**src/rtl/usb3_link_pkg.sv**
```systemverilog
// Shared constants, state encoding and CRC-5 helper for the USB 3.0 link-layer framer.
// Also intended for reuse by the transmit path.
package usb3_link_pkg;

  localparam logic [7:0] K_SHP = 8'h5C;
  localparam logic [7:0] K_SLC = 8'h9C;
  localparam logic [7:0] K_EPF = 8'hF7;
  localparam logic [7:0] K_SDP = 8'h7C;
  localparam logic [7:0] K_END = 8'hFD;
  localparam logic [7:0] K_EDB = 8'hDC;

  localparam logic [31:0] HPSTART_DW = {K_SHP, K_SHP, K_SHP, K_EPF};
  localparam logic [31:0] LCSTART_DW = {K_SLC, K_SLC, K_SLC, K_EPF};

  localparam logic [15:0] CRC16_POLY = 16'h100B;
  localparam logic [15:0] CRC16_SEED = 16'hFFFF;
  localparam logic [4:0]  CRC5_POLY  = 5'h05;
  localparam logic [4:0]  CRC5_SEED  = 5'h1F;

  typedef enum logic [2:0] {
    ST_IDLE,
    ST_HP_D0,
    ST_HP_D1,
    ST_HP_D2,
    ST_HP_TAIL,
    ST_LC_W
  } rx_state_e;

  // Bit 0 of the link control word enters the CRC first; result is inverted.
  function automatic logic [4:0] crc5_calc(input logic [10:0] data);
    logic [4:0] r;
    logic       fb;
    r = CRC5_SEED;
    for (int i = 0; i < 11; i++) begin
      fb = r[4] ^ data[i];
      r  = {r[3:0], 1'b0} ^ (fb ? CRC5_POLY : 5'h00);
    end
    return ~r;
  endfunction

  function automatic logic crc5_ok(input logic [15:0] word);
    return word[15:11] == crc5_calc(word[10:0]);
  endfunction

endpackage

```
**src/rtl/usb3_link_rx_if.sv**
```systemverilog
// Symbol stream in and decoded header packet / link command out of the framer.
interface usb3_link_rx_if #(
  parameter int ERR_CNT_W = 8
);
  logic [31:0]          in_data;
  logic [3:0]           in_datak;
  logic                 in_active;
  logic [95:0]          hp_data;
  logic [15:0]          hp_lcw;
  logic                 hp_valid;
  logic                 hp_crc16_ok;
  logic                 hp_crc5_ok;
  logic [15:0]          lc_word;
  logic                 lc_valid;
  logic                 lc_ok;
  logic                 framing_err;
  logic [ERR_CNT_W-1:0] err_count;

  modport master (
    output in_data, in_datak, in_active,
    input  hp_data, hp_lcw, hp_valid, hp_crc16_ok, hp_crc5_ok,
    input  lc_word, lc_valid, lc_ok, framing_err, err_count
  );

  modport slave (
    input  in_data, in_datak, in_active,
    output hp_data, hp_lcw, hp_valid, hp_crc16_ok, hp_crc5_ok,
    output lc_word, lc_valid, lc_ok, framing_err, err_count
  );
endinterface

```
**src/rtl/usb3_crc16_d32.sv**
```systemverilog
// One-dword parallel step of the link CRC-16: bytes in wire order (data_in[31:24] first),
// each byte LSB-first.
module usb3_crc16_d32
  import usb3_link_pkg::*;
(
  input  logic [15:0] crc_in,
  input  logic [31:0] data_in,
  output logic [15:0] crc_out
);

  always_comb begin
    logic [15:0] w_c;
    logic        w_fb;
    // NOTE: blocking assignments here so each unrolled bit step sees the previous one.
    w_c = crc_in;
    for (int b = 3; b >= 0; b--) begin
      for (int i = 0; i < 8; i++) begin
        w_fb = w_c[15] ^ data_in[8*b+i];
        w_c  = {w_c[14:0], 1'b0} ^ (w_fb ? CRC16_POLY : 16'h0000);
      end
    end
    crc_out = w_c;
  end

endmodule

```
**src/rtl/usb3_link_rx.sv**
```systemverilog
// Receive framer: finds HPSTART/LCSTART ordered sets, collects header packets and link
// commands, checks CRC-16/CRC-5 and counts framing and CRC errors.
module usb3_link_rx
  import usb3_link_pkg::*;
#(
  parameter int ERR_CNT_W = 8
) (
  input logic           local_clk,
  input logic           reset,
  usb3_link_rx_if.slave link
);

  rx_state_e            r_state;
  logic [15:0]          r_crc;
  logic [95:0]          r_hp_buf;
  logic [95:0]          r_hp_data;
  logic [15:0]          r_hp_lcw;
  logic                 r_hp_valid;
  logic                 r_hp_crc16_ok;
  logic                 r_hp_crc5_ok;
  logic [15:0]          r_lc_word;
  logic                 r_lc_valid;
  logic                 r_lc_ok;
  logic                 r_framing_err;
  logic [ERR_CNT_W-1:0] r_err_count;

  logic [15:0] w_crc_next;
  logic        w_is_hpstart;
  logic        w_is_lcstart;
  logic        w_abort;
  logic        w_hp_done;
  logic        w_lc_done;
  logic [15:0] w_rx_crc16;
  logic [15:0] w_lcw;
  logic [15:0] w_copy0;
  logic [15:0] w_copy1;
  logic        w_hp_crc16_ok;
  logic        w_hp_crc5_ok;
  logic        w_lc_ok;
  logic        w_err_event;

  usb3_crc16_d32 u_crc16 (
    .crc_in  (r_crc),
    .data_in (link.in_data),
    .crc_out (w_crc_next)
  );

  assign w_is_hpstart = (link.in_datak == 4'hF) && (link.in_data == HPSTART_DW);
  assign w_is_lcstart = (link.in_datak == 4'hF) && (link.in_data == LCSTART_DW);

  // Any K byte while inside a frame aborts it, including a fresh start ordered set.
  assign w_abort   = link.in_active && (r_state != ST_IDLE) && (link.in_datak != 4'h0);
  assign w_hp_done = link.in_active && (r_state == ST_HP_TAIL) && (link.in_datak == 4'h0);
  assign w_lc_done = link.in_active && (r_state == ST_LC_W) && (link.in_datak == 4'h0);

  // Two-byte fields arrive low byte first on the wire.
  assign w_rx_crc16 = {link.in_data[23:16], link.in_data[31:24]};
  assign w_lcw      = {link.in_data[7:0], link.in_data[15:8]};
  assign w_copy0    = w_rx_crc16;
  assign w_copy1    = w_lcw;

  assign w_hp_crc16_ok = (w_rx_crc16 == ~r_crc);
  assign w_hp_crc5_ok  = crc5_ok(w_lcw);
  assign w_lc_ok       = (w_copy0 == w_copy1) && crc5_ok(w_copy0);

  assign w_err_event = w_abort
                     | (w_hp_done & ~(w_hp_crc16_ok & w_hp_crc5_ok))
                     | (w_lc_done & ~w_lc_ok);

  // NOTE: sequential state uses non-blocking assignments so every register samples
  // pre-edge values regardless of statement order.
  always_ff @(posedge local_clk or posedge reset) begin
    if (reset) begin
      r_state       <= ST_IDLE;
      r_crc         <= CRC16_SEED;
      r_hp_buf      <= '0;
      r_hp_data     <= '0;
      r_hp_lcw      <= '0;
      r_hp_valid    <= 1'b0;
      r_hp_crc16_ok <= 1'b0;
      r_hp_crc5_ok  <= 1'b0;
      r_lc_word     <= '0;
      r_lc_valid    <= 1'b0;
      r_lc_ok       <= 1'b0;
      r_framing_err <= 1'b0;
      r_err_count   <= '0;
    end else begin
      r_hp_valid    <= 1'b0;
      r_lc_valid    <= 1'b0;
      r_framing_err <= 1'b0;

      if (w_err_event && (r_err_count != '1))
        r_err_count <= r_err_count + ERR_CNT_W'(1);

      if (link.in_active) begin
        if (w_abort) begin
          r_framing_err <= 1'b1;
          if (w_is_hpstart) begin
            r_state <= ST_HP_D0;
            r_crc   <= CRC16_SEED;
          end else if (w_is_lcstart) begin
            r_state <= ST_LC_W;
          end else begin
            r_state <= ST_IDLE;
          end
        end else begin
          unique case (r_state)
            ST_IDLE: begin
              if (w_is_hpstart) begin
                r_state <= ST_HP_D0;
                r_crc   <= CRC16_SEED;
              end else if (w_is_lcstart) begin
                r_state <= ST_LC_W;
              end
            end
            ST_HP_D0: begin
              r_hp_buf[95:64] <= link.in_data;
              r_crc           <= w_crc_next;
              r_state         <= ST_HP_D1;
            end
            ST_HP_D1: begin
              r_hp_buf[63:32] <= link.in_data;
              r_crc           <= w_crc_next;
              r_state         <= ST_HP_D2;
            end
            ST_HP_D2: begin
              r_hp_buf[31:0] <= link.in_data;
              r_crc          <= w_crc_next;
              r_state        <= ST_HP_TAIL;
            end
            ST_HP_TAIL: begin
              r_hp_data     <= r_hp_buf;
              r_hp_lcw      <= w_lcw;
              r_hp_crc16_ok <= w_hp_crc16_ok;
              r_hp_crc5_ok  <= w_hp_crc5_ok;
              r_hp_valid    <= 1'b1;
              r_state       <= ST_IDLE;
            end
            ST_LC_W: begin
              r_lc_word  <= w_copy0;
              r_lc_ok    <= w_lc_ok;
              r_lc_valid <= 1'b1;
              r_state    <= ST_IDLE;
            end
            default: r_state <= ST_IDLE;
          endcase
        end
      end
    end
  end

  assign link.hp_data     = r_hp_data;
  assign link.hp_lcw      = r_hp_lcw;
  assign link.hp_valid    = r_hp_valid;
  assign link.hp_crc16_ok = r_hp_crc16_ok;
  assign link.hp_crc5_ok  = r_hp_crc5_ok;
  assign link.lc_word     = r_lc_word;
  assign link.lc_valid    = r_lc_valid;
  assign link.lc_ok       = r_lc_ok;
  assign link.framing_err = r_framing_err;
  assign link.err_count   = r_err_count;

endmodule
```
**src/flat_wrapper.sv**
```systemverilog
// flat-port wrapper written by rule: the top's interface ports become plain ports
module usb3_link_rx_flat import usb3_link_pkg::*;
#(
  parameter int ERR_CNT_W = 8
)
  (local_clk, reset, link_in_data, link_in_datak, link_in_active, link_hp_data, link_hp_lcw, link_hp_valid, link_hp_crc16_ok, link_hp_crc5_ok, link_lc_word, link_lc_valid, link_lc_ok, link_framing_err, link_err_count);
  usb3_link_rx_if #(.ERR_CNT_W(ERR_CNT_W)) link_i ();
  input logic local_clk;
  input logic reset;
  input wire logic [$bits(link_i.in_data)-1:0] link_in_data;
  input wire logic [$bits(link_i.in_datak)-1:0] link_in_datak;
  input wire logic [$bits(link_i.in_active)-1:0] link_in_active;
  output wire logic [$bits(link_i.hp_data)-1:0] link_hp_data;
  output wire logic [$bits(link_i.hp_lcw)-1:0] link_hp_lcw;
  output wire logic [$bits(link_i.hp_valid)-1:0] link_hp_valid;
  output wire logic [$bits(link_i.hp_crc16_ok)-1:0] link_hp_crc16_ok;
  output wire logic [$bits(link_i.hp_crc5_ok)-1:0] link_hp_crc5_ok;
  output wire logic [$bits(link_i.lc_word)-1:0] link_lc_word;
  output wire logic [$bits(link_i.lc_valid)-1:0] link_lc_valid;
  output wire logic [$bits(link_i.lc_ok)-1:0] link_lc_ok;
  output wire logic [$bits(link_i.framing_err)-1:0] link_framing_err;
  output wire logic [$bits(link_i.err_count)-1:0] link_err_count;
  assign link_i.in_data = link_in_data;
  assign link_i.in_datak = link_in_datak;
  assign link_i.in_active = link_in_active;
  assign link_hp_data = link_i.hp_data;
  assign link_hp_lcw = link_i.hp_lcw;
  assign link_hp_valid = link_i.hp_valid;
  assign link_hp_crc16_ok = link_i.hp_crc16_ok;
  assign link_hp_crc5_ok = link_i.hp_crc5_ok;
  assign link_lc_word = link_i.lc_word;
  assign link_lc_valid = link_i.lc_valid;
  assign link_lc_ok = link_i.lc_ok;
  assign link_framing_err = link_i.framing_err;
  assign link_err_count = link_i.err_count;
  usb3_link_rx #(.ERR_CNT_W(ERR_CNT_W)) u_core (.local_clk(local_clk), .reset(reset), .link(link_i));
endmodule
```
**config.mk**
```make
export PLATFORM = sky130hd
export DESIGN_NAME = usb3_link_rx_flat
export DESIGN_NICKNAME = d
export VERILOG_FILES = /design/src/rtl/usb3_link_pkg.sv /design/src/rtl/usb3_link_rx_if.sv /design/src/rtl/usb3_crc16_d32.sv /design/src/rtl/usb3_link_rx.sv /design/src/flat_wrapper.sv
export SDC_FILE = /design/constraint.sdc
export NUM_CORES = 1
export LEC_CHECK = 0
export CAP_MARGIN = 20
export CELL_PAD_IN_SITES_DETAIL_PLACEMENT = 1
export CELL_PAD_IN_SITES_GLOBAL_PLACEMENT = 2
export CORE_ASPECT_RATIO = 0.9
export CORE_MARGIN = 8
export CORE_UTILIZATION = 32
export DETAILED_ROUTE_END_ITERATION = 7
export PLACE_DENSITY = 0.84
export SLEW_MARGIN = 25
export SYNTH_ARGS = -nofsm -noshare
export SYNTH_HDL_FRONTEND = slang
export SYNTH_SLANG_ARGS = --single-unit
export TNS_END_PERCENT = 50
```
**constraint.sdc**
```tcl
create_clock -name local_clk -period 9.2 [get_ports local_clk]
set_input_delay 2.3 -clock local_clk [delete_from_list [all_inputs] [get_ports local_clk]]
set_output_delay 2.3 -clock local_clk [all_outputs]
set_load 0.02 [all_outputs]
```
## Word level (Yosys, flattened, before mapping)

Index checks and enable logic that the tools add are counted.
W data, S select, Z words.

| storage, ports and cells | value |
|---|---|
| flip-flop bits (word level) | 257 |
| bits of input ports | 39 |

| operators by class | value |
|---|---|
| $add $sub $neg | 1 |
| eq/ne operators | 14 |
| multiplexer cells | 71 |
| bitwise logic cells | 117 |
| reduce and logical (&&, ||, !) cells | 23 |

Operators by type and width:

| operator | count |
|---|---|
| $xor A16 B13 Y16 | 32 |
| $mux W13 | 32 |
| $xor A5 B5 Y5 | 20 |
| $mux W3 | 27 |
| $xor A1 B1 Y1 | 52 |
| $eq A16 B16 Y1 | 2 |
| $eq A32 B31 Y1 const B | 1 |
| $eq A32 B32 Y1 const B | 1 |
| $mux W16 | 2 |
| $pmux W16 S2 | 1 |
| $not A16 Y16 | 1 |
| $reduce_and A3 Y1 | 5 |
| $pmux W3 S4 | 1 |
| $eq A5 B5 Y1 | 2 |
| $logic_and A1 B1 Y1 | 10 |
| $not A5 Y5 | 2 |
| $add A8 B1 Y8 const B | 1 |
| $mux W1 | 8 |
| $ne A8 B8 Y1 const B | 1 |
| $not A4 Y4 | 2 |
| $eq A3 B2 Y1 const B | 2 |
| $eq A3 B3 Y1 const B | 2 |
| $reduce_bool A3 Y1 | 2 |
| $eq A4 B4 Y1 const B | 1 |
| 10 further kinds | 16 |

## Depth between registers and ports, before layout

Gate-level depths: netlist (run 1).

| depth | value |
|---|---|
| depth after elaboration | 98 |
| depth in mapped cells | 10 |
| depth with buffers taken out | 8 |

## By module

A second synthesis (run 1) with hierarchy kept.

| unflattened totals | value |
|---|---|
| cell total of the unflattened synthesis | 855 |
| area total of the unflattened synthesis | 12510.7 sq um |

Modules (own cells, without submodules):

| module | times used | cells each | area each (sq um) | sequential area each (sq um) |
|---|---|---|---|---|
| usb3_link_rx | 1 | 742 | 10921.7 | 6451.2 |
| usb3_crc16_d32 | 1 | 113 | 1589.0 | 0.0 |

## Worst setup path before layout (run 1)

No wires, ideal clock.

| timing path | value |
|---|---|
| path kind | input -> register |
| from | in link_in_data[27] |
| to | reg u_core.r_crc[3] |
| setup time | 0.073 ns |
| arrival time | 5.070 ns |
| data required time | 9.127 ns |
| slack | 4.057 ns |
| stages | 9 |
| buffers on the path | 1 |
| cell sequence | buf_4 -> xnor2_4 -> xnor3_2 -> xnor2_2 -> xnor3_2 -> xnor2_4 -> xnor2_2 -> xnor3_1 -> a21oi_1 |

| on the way | value |
|---|---|
| longest elaborated chain between the ends | 47 |
| elaborated cells between the ends (all ways) | 62 |
| those cells by class | eq/ne (1); mux (17); bitwise (43); reduce/logical (1) |

Ends and longest elaborated chain:

| what | RTL line | text |
|---|---|---|
| start: declaration | flat_wrapper.sv:10 | `input wire logic [$bits(link_i.in_data)-1:0] link_in_data;` |
| $xor A1 B1 Y1 | usb3_crc16_d32.sv:18 | `w_fb = w_c[15] ^ data_in[8*b+i];` |
| $mux W13 | usb3_crc16_d32.sv:19 | `w_c = {w_c[14:0], 1'b0} ^ (w_fb ? CRC16_POLY : 16'h0000);` |
| $xor A16 B13 Y16 (4 in a row) | usb3_crc16_d32.sv:19 |  |
| $xor A1 B1 Y1 | usb3_crc16_d32.sv:18 |  |
| $mux W13 | usb3_crc16_d32.sv:19 |  |
| $xor A16 B13 Y16 (4 in a row) | usb3_crc16_d32.sv:19 |  |
| $xor A1 B1 Y1 | usb3_crc16_d32.sv:18 |  |
| $mux W13 | usb3_crc16_d32.sv:19 |  |
| [22 not listed] | - |  |
| $xor A1 B1 Y1 | usb3_crc16_d32.sv:18 |  |
| $mux W13 | usb3_crc16_d32.sv:19 |  |
| $xor A16 B13 Y16 (4 in a row) | usb3_crc16_d32.sv:19 |  |
| $xor A1 B1 Y1 | usb3_crc16_d32.sv:18 |  |
| $mux W13 | usb3_crc16_d32.sv:19 |  |
| $xor A16 B13 Y16 | usb3_crc16_d32.sv:19 |  |
| $pmux W16 S2 | usb3_link_rx.sv:107 | `unique case (r_state)` |
| $mux W16 (*) | usb3_link_rx.sv:96 | `if (w_abort) begin` |
| end signal: assignment | usb3_link_rx.sv:118 | `r_crc <= w_crc_next;` |
| end signal: assignment | usb3_link_rx.sv:123 | `r_crc <= w_crc_next;` |
| end signal: assignment | usb3_link_rx.sv:128 | `r_crc <= w_crc_next;` |
| end: declaration | usb3_link_rx.sv:14 | `logic [15:0] r_crc;` |

Mark *: on every way between the ends. The rest lies on a longest branch, timed or not.
A chain may end at the register's enable or synchronous reset.

## Worst setup path in the final report (run 1)

| timing path | value |
|---|---|
| from | in link_in_data[8] |
| to | reg u_core.r_err_count[1], in the netlist u_core.link.err_count[1] |

| on the way | value |
|---|---|
| longest elaborated chain between the ends | 26 |
| elaborated cells between the ends (all ways) | 36 |
| those cells by class | eq/ne (2); mux (7); bitwise (25); reduce/logical (2) |

Ends and longest elaborated chain:

| what | RTL line | text |
|---|---|---|
| $mux W3 | usb3_link_pkg.sv:36 | `r = {r[3:0], 1'b0} ^ (fb ? CRC5_POLY : 5'h00);` |
| $not A4 Y4 (no source line) | - |  |
| $xor A5 B5 Y5 (2 in a row) | usb3_link_pkg.sv:36 |  |
| $xor A1 B1 Y1 | usb3_link_pkg.sv:35 | `fb = r[4] ^ data[i];` |
| $mux W3 | usb3_link_pkg.sv:36 |  |
| $xor A5 B5 Y5 (3 in a row) | usb3_link_pkg.sv:36 |  |
| $xor A1 B1 Y1 | usb3_link_pkg.sv:35 |  |
| $mux W3 | usb3_link_pkg.sv:36 |  |
| [7 not listed] | - |  |
| $not A5 Y5 | usb3_link_pkg.sv:38 | `return ~r;` |
| $eq A5 B5 Y1 | usb3_link_pkg.sv:42 | `return word[15:11] == crc5_calc(word[10:0]);` |
| $and A1 B1 Y1 | usb3_link_rx.sv:67 | `\| (w_hp_done & ~(w_hp_crc16_ok & w_hp_crc5_ok))` |
| $not A1 Y1 | usb3_link_rx.sv:67 |  |
| $and A1 B1 Y1 | usb3_link_rx.sv:67 |  |
| $or A1 B1 Y1 | usb3_link_rx.sv:67 |  |
| $or A1 B1 Y1 (*) | usb3_link_rx.sv:68 | `\| (w_lc_done & ~w_lc_ok);` |
| $logic_and A1 B1 Y1 (*) | usb3_link_rx.sv:92 | `if (w_err_event && (r_err_count != '1))` |
| end signal: assignment | usb3_link_rx.sv:93 | `r_err_count <= r_err_count + ERR_CNT_W'(1);` |
| end: declaration | usb3_link_rx.sv:25 | `logic [ERR_CNT_W-1:0] r_err_count;` |

Marks and branches as above.

==> metrics list, run 1 <==
- The detail route stage leaves a number of antenna-violating nets equal to 0.
- Number of flip-flops and latches in the synthesized netlist: 257
- Post-CTS repair changed the size of 0 cells.
- Measured against its own limit, the worst slew margin works out to 37.6%.
- Row cnt: 68
- Clock latency on the worst-skew pair, taken at its later pin, is 0.56 ns.
- Critical Path End Type: register
- The synthesized design contains 0 enable-type register cells.
* Clock transition at the registers of the reported paths: 0.06 ns
* Pin slew with the least headroom to its limit: 0.934 ns
- Summed over all nets, the half-perimeter wirelength after detailed placement is 26,800 um.
* Kind of critical path: input port to register
- Via Count: 8,816
* Number of setup buffers added after CTS: 0
* Hold_sp: u_core.r_hp_buf[55]$_DFFE_PP0P_
* Antenna violations before repair: 1
* Number of sinks driven by the clock tree: 257
* Final wirelength: 39,000 um
- Share of synthesized area occupied by flip-flops and latches: 51.8%
- After synthesis, the mean cell area works out to 10.9 um2.
- The pre-antenna-repair detailed-routing pass consisted of 5 iterations.
- Among all flip-flop cells after synthesis, the most frequent one is dfrtp_1.
- Layout Skew: 0.0130 ns
- Number of nets in the synthesized netlist: 1,183
* Global-route usage over all layers: 17.0%
- Fin crit share: 60.8%
- Number of max-slew violations in the final report: 0
- Nets: 1,348
- Post-detailed-route via-to-cell ratio: 4.75
* Number of clock buffers inserted by TritonCTS: 30
- Result of the run: complete, no violations
- The critical path ends at u_core.link.err_count[1]$_DFFE_PP0P_.
* DRC violation count after routing: 0
- Number of hold violations in the final report: 0
* Fraction of final layout cells sized beyond drive strength 1: 16.9%
- Post-Syn Area: 0.0125 mm2
* R2r endpoint: u_core.r_crc[3]$_DFFE_PP1P_
- Measured in cells, the most critical reg-to-reg path has a length of 8.
* Hold Crit Class: register to register
- Start point of the critical path: link_in_data[8]
- TritonCTS built the clock tree.
* Final count of negative-setup-slack endpoints: 0
- Initial Util: 32.4%
- Routability-driven placement finished with a final weighted congestion of 0.858.
- Of all nets on the critical path, the largest fanout is 9.
- Origin of the critical flop-to-flop path: u_core.r_crc[15]$_DFFE_PP1P_
* Maximum clock frequency: 179 MHz
- Average wire per cell in the routed design: 21.0 um
- Via count of the first global-routing pass: 9,442
* Max Cap Violations: 0
- Cells after Synth: 1,143
- Area of the core region: 0.0384 mm2
- Startpoint Class: input port
- The die is 203 um tall.
- Area growth from synthesis to layout: 27.7%
- Die Footprint: 0.0455 mm2
- CP required: 9.64 ns
- During synthesis, Yosys emitted a total of 0 warnings.
* FF-to-FF setup slack: 5.64 ns
- 1st-iter DRT viols: 564
* Maximum number of pins on one net before global-route repair: 77
- Shortest period the worst path allows: 5.60 ns
- Arrival time of the worst setup path: 6.03 ns
* Number of H-tree levels: 1
- Distinct cell type count of the synthesized netlist: 49
- Clk Tree Root Cell: clkbuf_16
- Setup repair after global routing left no endpoint under its margin.
- Post-synthesis async set-or-reset flop share: 100%
* Grt total ovfl: 0
- In this run the horizontal extent of the chip is 224 um.
- Post-cts hold buffer count: 0
- Port buffering added 180 buffers.
- Pin placement for this block handled 181 I/O pins.
* Fin Setup TNS: 0 ns
* Worst-case clock buffer depth: 3
- Global-route wire length before repair: 59,800 um
## layer usage
layer  share of wire (%)  up-vias  GRT usage (%)
li1                    -     4023              -
met5               0.033        -              0
met4                 2.0        2           3.62
met1                  45     4528           22.5
met2                  48      207           28.4
met3                 5.4       56           3.62
## per-stage QoR
step | instance area [um2] | setup WS (ns) | instances | hold slack (ns) | utilization (%)
finish | 15900 | 3.60 | 1855 | 0.459 | 41.4
global route | 15900 | 3.45 | 1854 | 0.490 | 41.4
CTS | 15900 | 3.67 | 1854 | 0.468 | 41.4
detailed placement | 14900 | 3.09 | 1801 | 0.456 | 38.8
global placement | 14800 | 3.20 | 1799 | 0.448 | 38.7
floorplan | 12500 | 3.53 | 1143 | 0.441 | -
## area by class of cell
cell class | count | area [um2]
diodes | 1 | 2.50
clock buffers | 41 | 832
clock inverters | 12 | 171
fillers | 4155 | 22500
inverters | 6 | 26.3
multi-input cells | 804 | 5690
flip-flops and latches | 257 | 6450
well taps | 525 | 657
repair buffers | 209 | 2070
## state kept, by name, indices dropped and copies added, names as in the netlist
signal                   cells
u_core.r_state               3
u_core.link.hp_crc5_ok       1
u_core.link.lc_ok            1
u_core.link.lc_valid         1
u_core.r_crc                16
u_core.link.lc_word         16
u_core.link.hp_crc16_ok      1
u_core.link.hp_valid         1
u_core.link.err_count        8
u_core.link.hp_lcw          16
u_core.r_hp_buf             96
u_core.link.framing_err      1
u_core.link.hp_data         96
## how the worst min path moves through the flow
stage	cells past startpoint	slack [ns]	to
2_1_floorplan	2	0.44	u_core.link.hp_data[32]$_DFFE_PP0P_
3_5_place_dp	2	0.46	u_core.link.hp_crc16_ok$_DFFE_PP0P_
4_1_cts	2	0.47	u_core.link.hp_data[32]$_DFFE_PP0P_
3_3_place_gp	2	0.45	u_core.link.hp_lcw[1]$_DFFE_PP0P_
5_1_grt	2	0.49	u_core.link.hp_data[47]$_DFFE_PP0P_
6_report	2	0.46	u_core.link.hp_data[55]$_DFFE_PP0P_
## placed cells by master (no fill, tap or decap), types with 3 or more instances in the layout
master           instances
nand4b_1                 5
xnor2_1                 68
nor4_1                   7
buf_4                   25
xnor3_2                 10
clkdlybuf4s50_1        180
xor2_1                  57
mux2_2                  97
a211oi_1                 4
inv_1                    5
nand4_1                  8
xnor2_4                  4
a31oi_1                  3
xnor3_1                 27
nand3_1                 12
a2111oi_0                3
dfrtp_1                241
nor2_1                  24
clkinv_2                 7
or3_1                    4
clkbuf_1                 7
clkbuf_16               30
dfstp_2                 16
xnor2_2                 12
nand2_1                400
clkbuf_8                 4
bufinv_16                4
a21oi_1                 21
o21ai_0                  5
## critical path: stages
cell             delay, ns
clkdlybuf4s50_1       0.92
xor3_1                0.62
xor2_1                0.18
or3_1                 0.35
a211oi_1              0.36
o211ai_1              0.20
a22oi_1               0.57
a21oi_1               0.21
mux2_2                0.30
## synthesized netlist by cell type, types with 7 or more instances
library cell  instances  area, um2
nand2_1             402       1510
nand4_1               8       50.1
buf_2                 7       35.0
xnor2_1              68        596
nor4_1                7       43.8
xnor3_2              10        238
dfrtp_1             241       6030
xor2_1               57        499
clkbuf_1             54        203
dfstp_2              16        420
nor2_1               25       93.8
nand3_1              12       60.1
a21oi_1              22        110
xnor3_1              27        608
buf_1                12       45.0
xnor2_2              12        195
mux2_2               97       1090
## cell families after synthesis
family                   Yosys count  synth area share (%)
XOR/XNOR                         183                  19.0
AND/OR/NAND/NOR                  478                  15.5
AO/OA/AOI/OAI                     44                  2.10
multiplexers                      98                  8.85
buffers and inverters             82                  2.63
adder cells (fa/ha/maj)            1                 0.100
flip-flops                       257                  51.8
Power of run 1 is left out: the tool's default activity adds up to more than one toggle a clock period on the data nets, which glitch-free logic cannot reach.
==> inputs of run 2 (changes only) <==
==> constraint.sdc (replaced) <==
create_clock -name local_clk -period 5 [get_ports local_clk]
set_input_delay 1.25 -clock local_clk [delete_from_list [all_inputs] [get_ports local_clk]]
set_output_delay 1.25 -clock local_clk [all_outputs]
set_load 0.02 [all_outputs]
==> metrics list, run 2 (synthesis gave the netlist of run 1 again) <==
* Count of buffers inserted at the top-level ports: 180 (unchanged)
* Number of H-tree levels: 1 (unchanged)
- The top-level port count is 181 (unchanged).
- Layout Skew: 0.0265 ns (+0.0135 ns)
- Initial Util: 32.4% (unchanged)
- Number of max-slew violations in the final report: 0 (unchanged)
- Count of antenna-violating nets left after detailed routing: 0 (unchanged)
- Area of the core region: 0.0384 mm2 (unchanged)
- The flow ran to the end, and the final reports show no timing, DRC or antenna violations.
* Filler cells: 4,175 (+0.48%)
- Row cnt: 68 (unchanged)
* Leading cell type in the layout, fill and taps excluded: nand2_1
* Number of sinks driven by the clock tree: 257 (unchanged)
- Global-route usage over all layers: 18.0% (+1.1 points)
- The critical path arrival came to 4.84 ns (-1.19 ns).
* Critical Path End Type: register
- The worst setup path is launched from an input port.
* Max-Slew Margin vs Limit: 38.9% (+1.3 points)
* Number of stages on the worst setup path: 9 (unchanged)
- Via Count: 8,879 (+0.71%)
* Via count of the first global-routing pass: 9,638 (+2.1%)
* Die Footprint: 0.0455 mm2 (unchanged)
* Final core occ: 41.9% (+0.49 points)
- TritonCTS clock tree: built
- Clock latency on the worst-skew pair: 0.57 ns (about the same)
* Maximum number of pins on one net before global-route repair: 114 (+48%)
* 1st-iter DRT viols: 715 (+27%)
- The largest fanout of any net on the critical path is 5 (-4).
* Kind of critical path: input port to register
* Origin of the critical flop-to-flop path: u_core.r_crc[14]$_DFFE_PP1P_
- The final RePlAce weighted congestion was 0.911 (+6.2%).
* Count of TritonRoute iterations in the first routing pass: 4 (-1)
- The slowest stage of the critical path belongs to the cell xnor3_2.
- The path with the worst hold slack has its endpoint at u_core.link.hp_data[44]$_DFFE_PP0P_.
- In this run the critical register-to-register path is captured at u_core.r_crc[3]$_DFFE_PP1P_.
- The library cells used most frequently in the layout, excluding fill and tap cells, are nand2_1 (400), dfrtp_1 (241), clkdlybuf4s50_1 (180).
- Post-cts hold buffer count: 0 (unchanged)
- Clk Tree Root Cell: clkbuf_16
* Post-detailed-route via-to-cell ratio: 4.73 (-0.52%)
- DRC violation count after routing: 0 (unchanged)
* Post-DP HPWL: 29,600 um (+10%)
* Final wirelength: 41,300 um (+6.0%)
- Total area of multi-input combinational cells: 0.00569 mm2 (about the same)
- Fin Setup TNS: 0 ns (unchanged)
- The die extent in y was 203 um (unchanged).
- The combined flip-flop and latch cell area was 0.00645 mm2 (unchanged).
- CP required: 5.48 ns (-4.16 ns)
- Fin crit share: 87.2%
- Area growth from synthesis to layout: 29.2%
* Fraction of final layout cells sized beyond drive strength 1: 18.4% (+1.5 points)
* Post-Layout Inst Area: 0.0161 mm2 (+1.2%)
- The slew at the pin with the worst max-slew slack was 0.914 ns (-0.0199 ns).
- Floorplan die width: 224 um (unchanged)
- Setup repair after global routing left no endpoint under its margin.
- Hold-critical path depth: 2 (unchanged)
* Number of setup buffers added after CTS: 0 (unchanged)
- The clock slew at the register clock pins of the worst setup and hold paths was 0.06 ns (about the same).
* Hold_sp: u_core.r_hp_buf[44]$_DFFE_PP0P_
* Placed standard-cell area: 0.0150 mm2 (+1.0%)
* Cell seen most often among critical-path stages: xnor3_1
* Kind of cell with the highest combined delay on the critical path: XOR/XNOR gates
- The path depth of the worst reg2reg path came to 8 (unchanged).
- The slack of the worst reg-to-reg path was 1.39 ns (-4.25 ns).
- The count of nets after finishing was 1,370 (+1.6%).
* Number of gates given a new drive strength after cts: 0 (unchanged)
- The min-delay analysis places its worst path in the category register to register.
- Antenna violations before repair: 2 (+1)
* List of cells traversed by the critical path: clkdlybuf4s50_1 -> xnor2_2 -> xnor3_2 -> xnor3_1 -> xnor3_1 -> xor2_1 -> xnor2_4 -> xnor3_1 -> a21oi_1
- Grt total ovfl: 0 (unchanged)
- Max Cap Violations: 0 (unchanged)
- The final number of setup-violating endpoints was 0 (unchanged).
- The first-pass GRT wire length came to 63,000 um (+5.3%).
* Shortest period the worst path allows: 4.36 ns
- Based on the critical path, the design can be clocked at up to 229 MHz.
- The routed wire length per instance was 22.0 um (+4.7%).
- Slowest stage delay, CP: 0.61 ns (-0.31 ns)
- The placement-stage worst setup slack is 0.0640 ns (-3.02 ns).
- Number of antenna cells inserted: 0 (-1)
* Number of hold violations in the final report: 0 (unchanged)
- The number of buffer and inverter instances along the worst setup path was 1 (unchanged).
* Crit path setup slack, layout: 0.639 ns (-2.97 ns)
- The total clock buffers created by CTS is 30 (unchanged).
- The maximum clock insertion buffer count came to 3 (unchanged).
-- run 2: cell count changes in the layout (fill, tap and decap cells not counted), moves of 2 or more --
cell / previous run / this run
buf_4: 25 / 48
clkbuf_1: 7 / 5
clkbuf_8: 4 / 6
clkinvlp_4: 1 / 3
-- run 2: worst max path at each step --
stage / start / end / slack, ns
floorplan: reset / u_core.link.err_count[0]$_DFFE_PP0P_ / 0.38
global placement: link_in_data[25] / u_core.r_crc[4]$_DFFE_PP1P_ / 0.1
finish: link_in_data[25] / u_core.r_crc[3]$_DFFE_PP1P_ / 0.64
CTS: link_in_data[25] / u_core.r_crc[3]$_DFFE_PP1P_ / 0.65
detailed placement: link_in_data[25] / u_core.r_crc[3]$_DFFE_PP1P_ / 0.06
global route: link_in_data[25] / u_core.r_crc[3]$_DFFE_PP1P_ / 0.46
-- run 2: area by class of cell --
class,instances,share of cell area [%]
Sequential cell,257,40.1
Multi-Input combinational cell,804,35.4
Timing Repair Buffer,231,13.8
Clock buffer,41,5.30
Tap cell,525,4.08
Clock inverter,14,1.18
Inverter,6,0.163
-- run 2: tightest hold or removal path, delay by kind of cell (launching register included) --
kind,cells,cell delay (ns)
flops,1,0.34
simple gates,2,0.10
-- run 2: metal layers --
| metal | global-route usage [%] | routed length [um] |
|---|---|---|
| met1 | 24.2 | 18600 |
| met2 | 29.5 | 19700 |
| met3 | 3.20 | 1890 |
| met4 | 5.33 | 1170 |
| met5 | 0 | 27 |
-- run 2: through the flow --
step	std cells	hold WS, ns
2_1_floorplan	1143	0.441
3_3_place_gp	1823	0.448
3_5_place_dp	1823	0.455
4_1_cts	1878	0.456
5_1_grt	1878	0.467
6_report	1878	0.445
Power of run 2 is left out for the same reason.
==> inputs of run 3 (changes only) <==
--- a/config.mk
+++ b/config.mk
@@ -11,10 +11,11 @@
 export CORE_ASPECT_RATIO = 0.9
 export CORE_MARGIN = 8
 export CORE_UTILIZATION = 32
+export CTS_CLUSTER_DIAMETER = 150
 export DETAILED_ROUTE_END_ITERATION = 7
 export PLACE_DENSITY = 0.84
 export SLEW_MARGIN = 25
 export SYNTH_ARGS = -nofsm -noshare
 export SYNTH_HDL_FRONTEND = slang
 export SYNTH_SLANG_ARGS = --single-unit
-export TNS_END_PERCENT = 50
+export TNS_END_PERCENT = 100
==> results of run 3 <==
Same layout as run 2: the final DEF is identical, and so are final timing and power.
Power of run 3 is left out for the same reason.
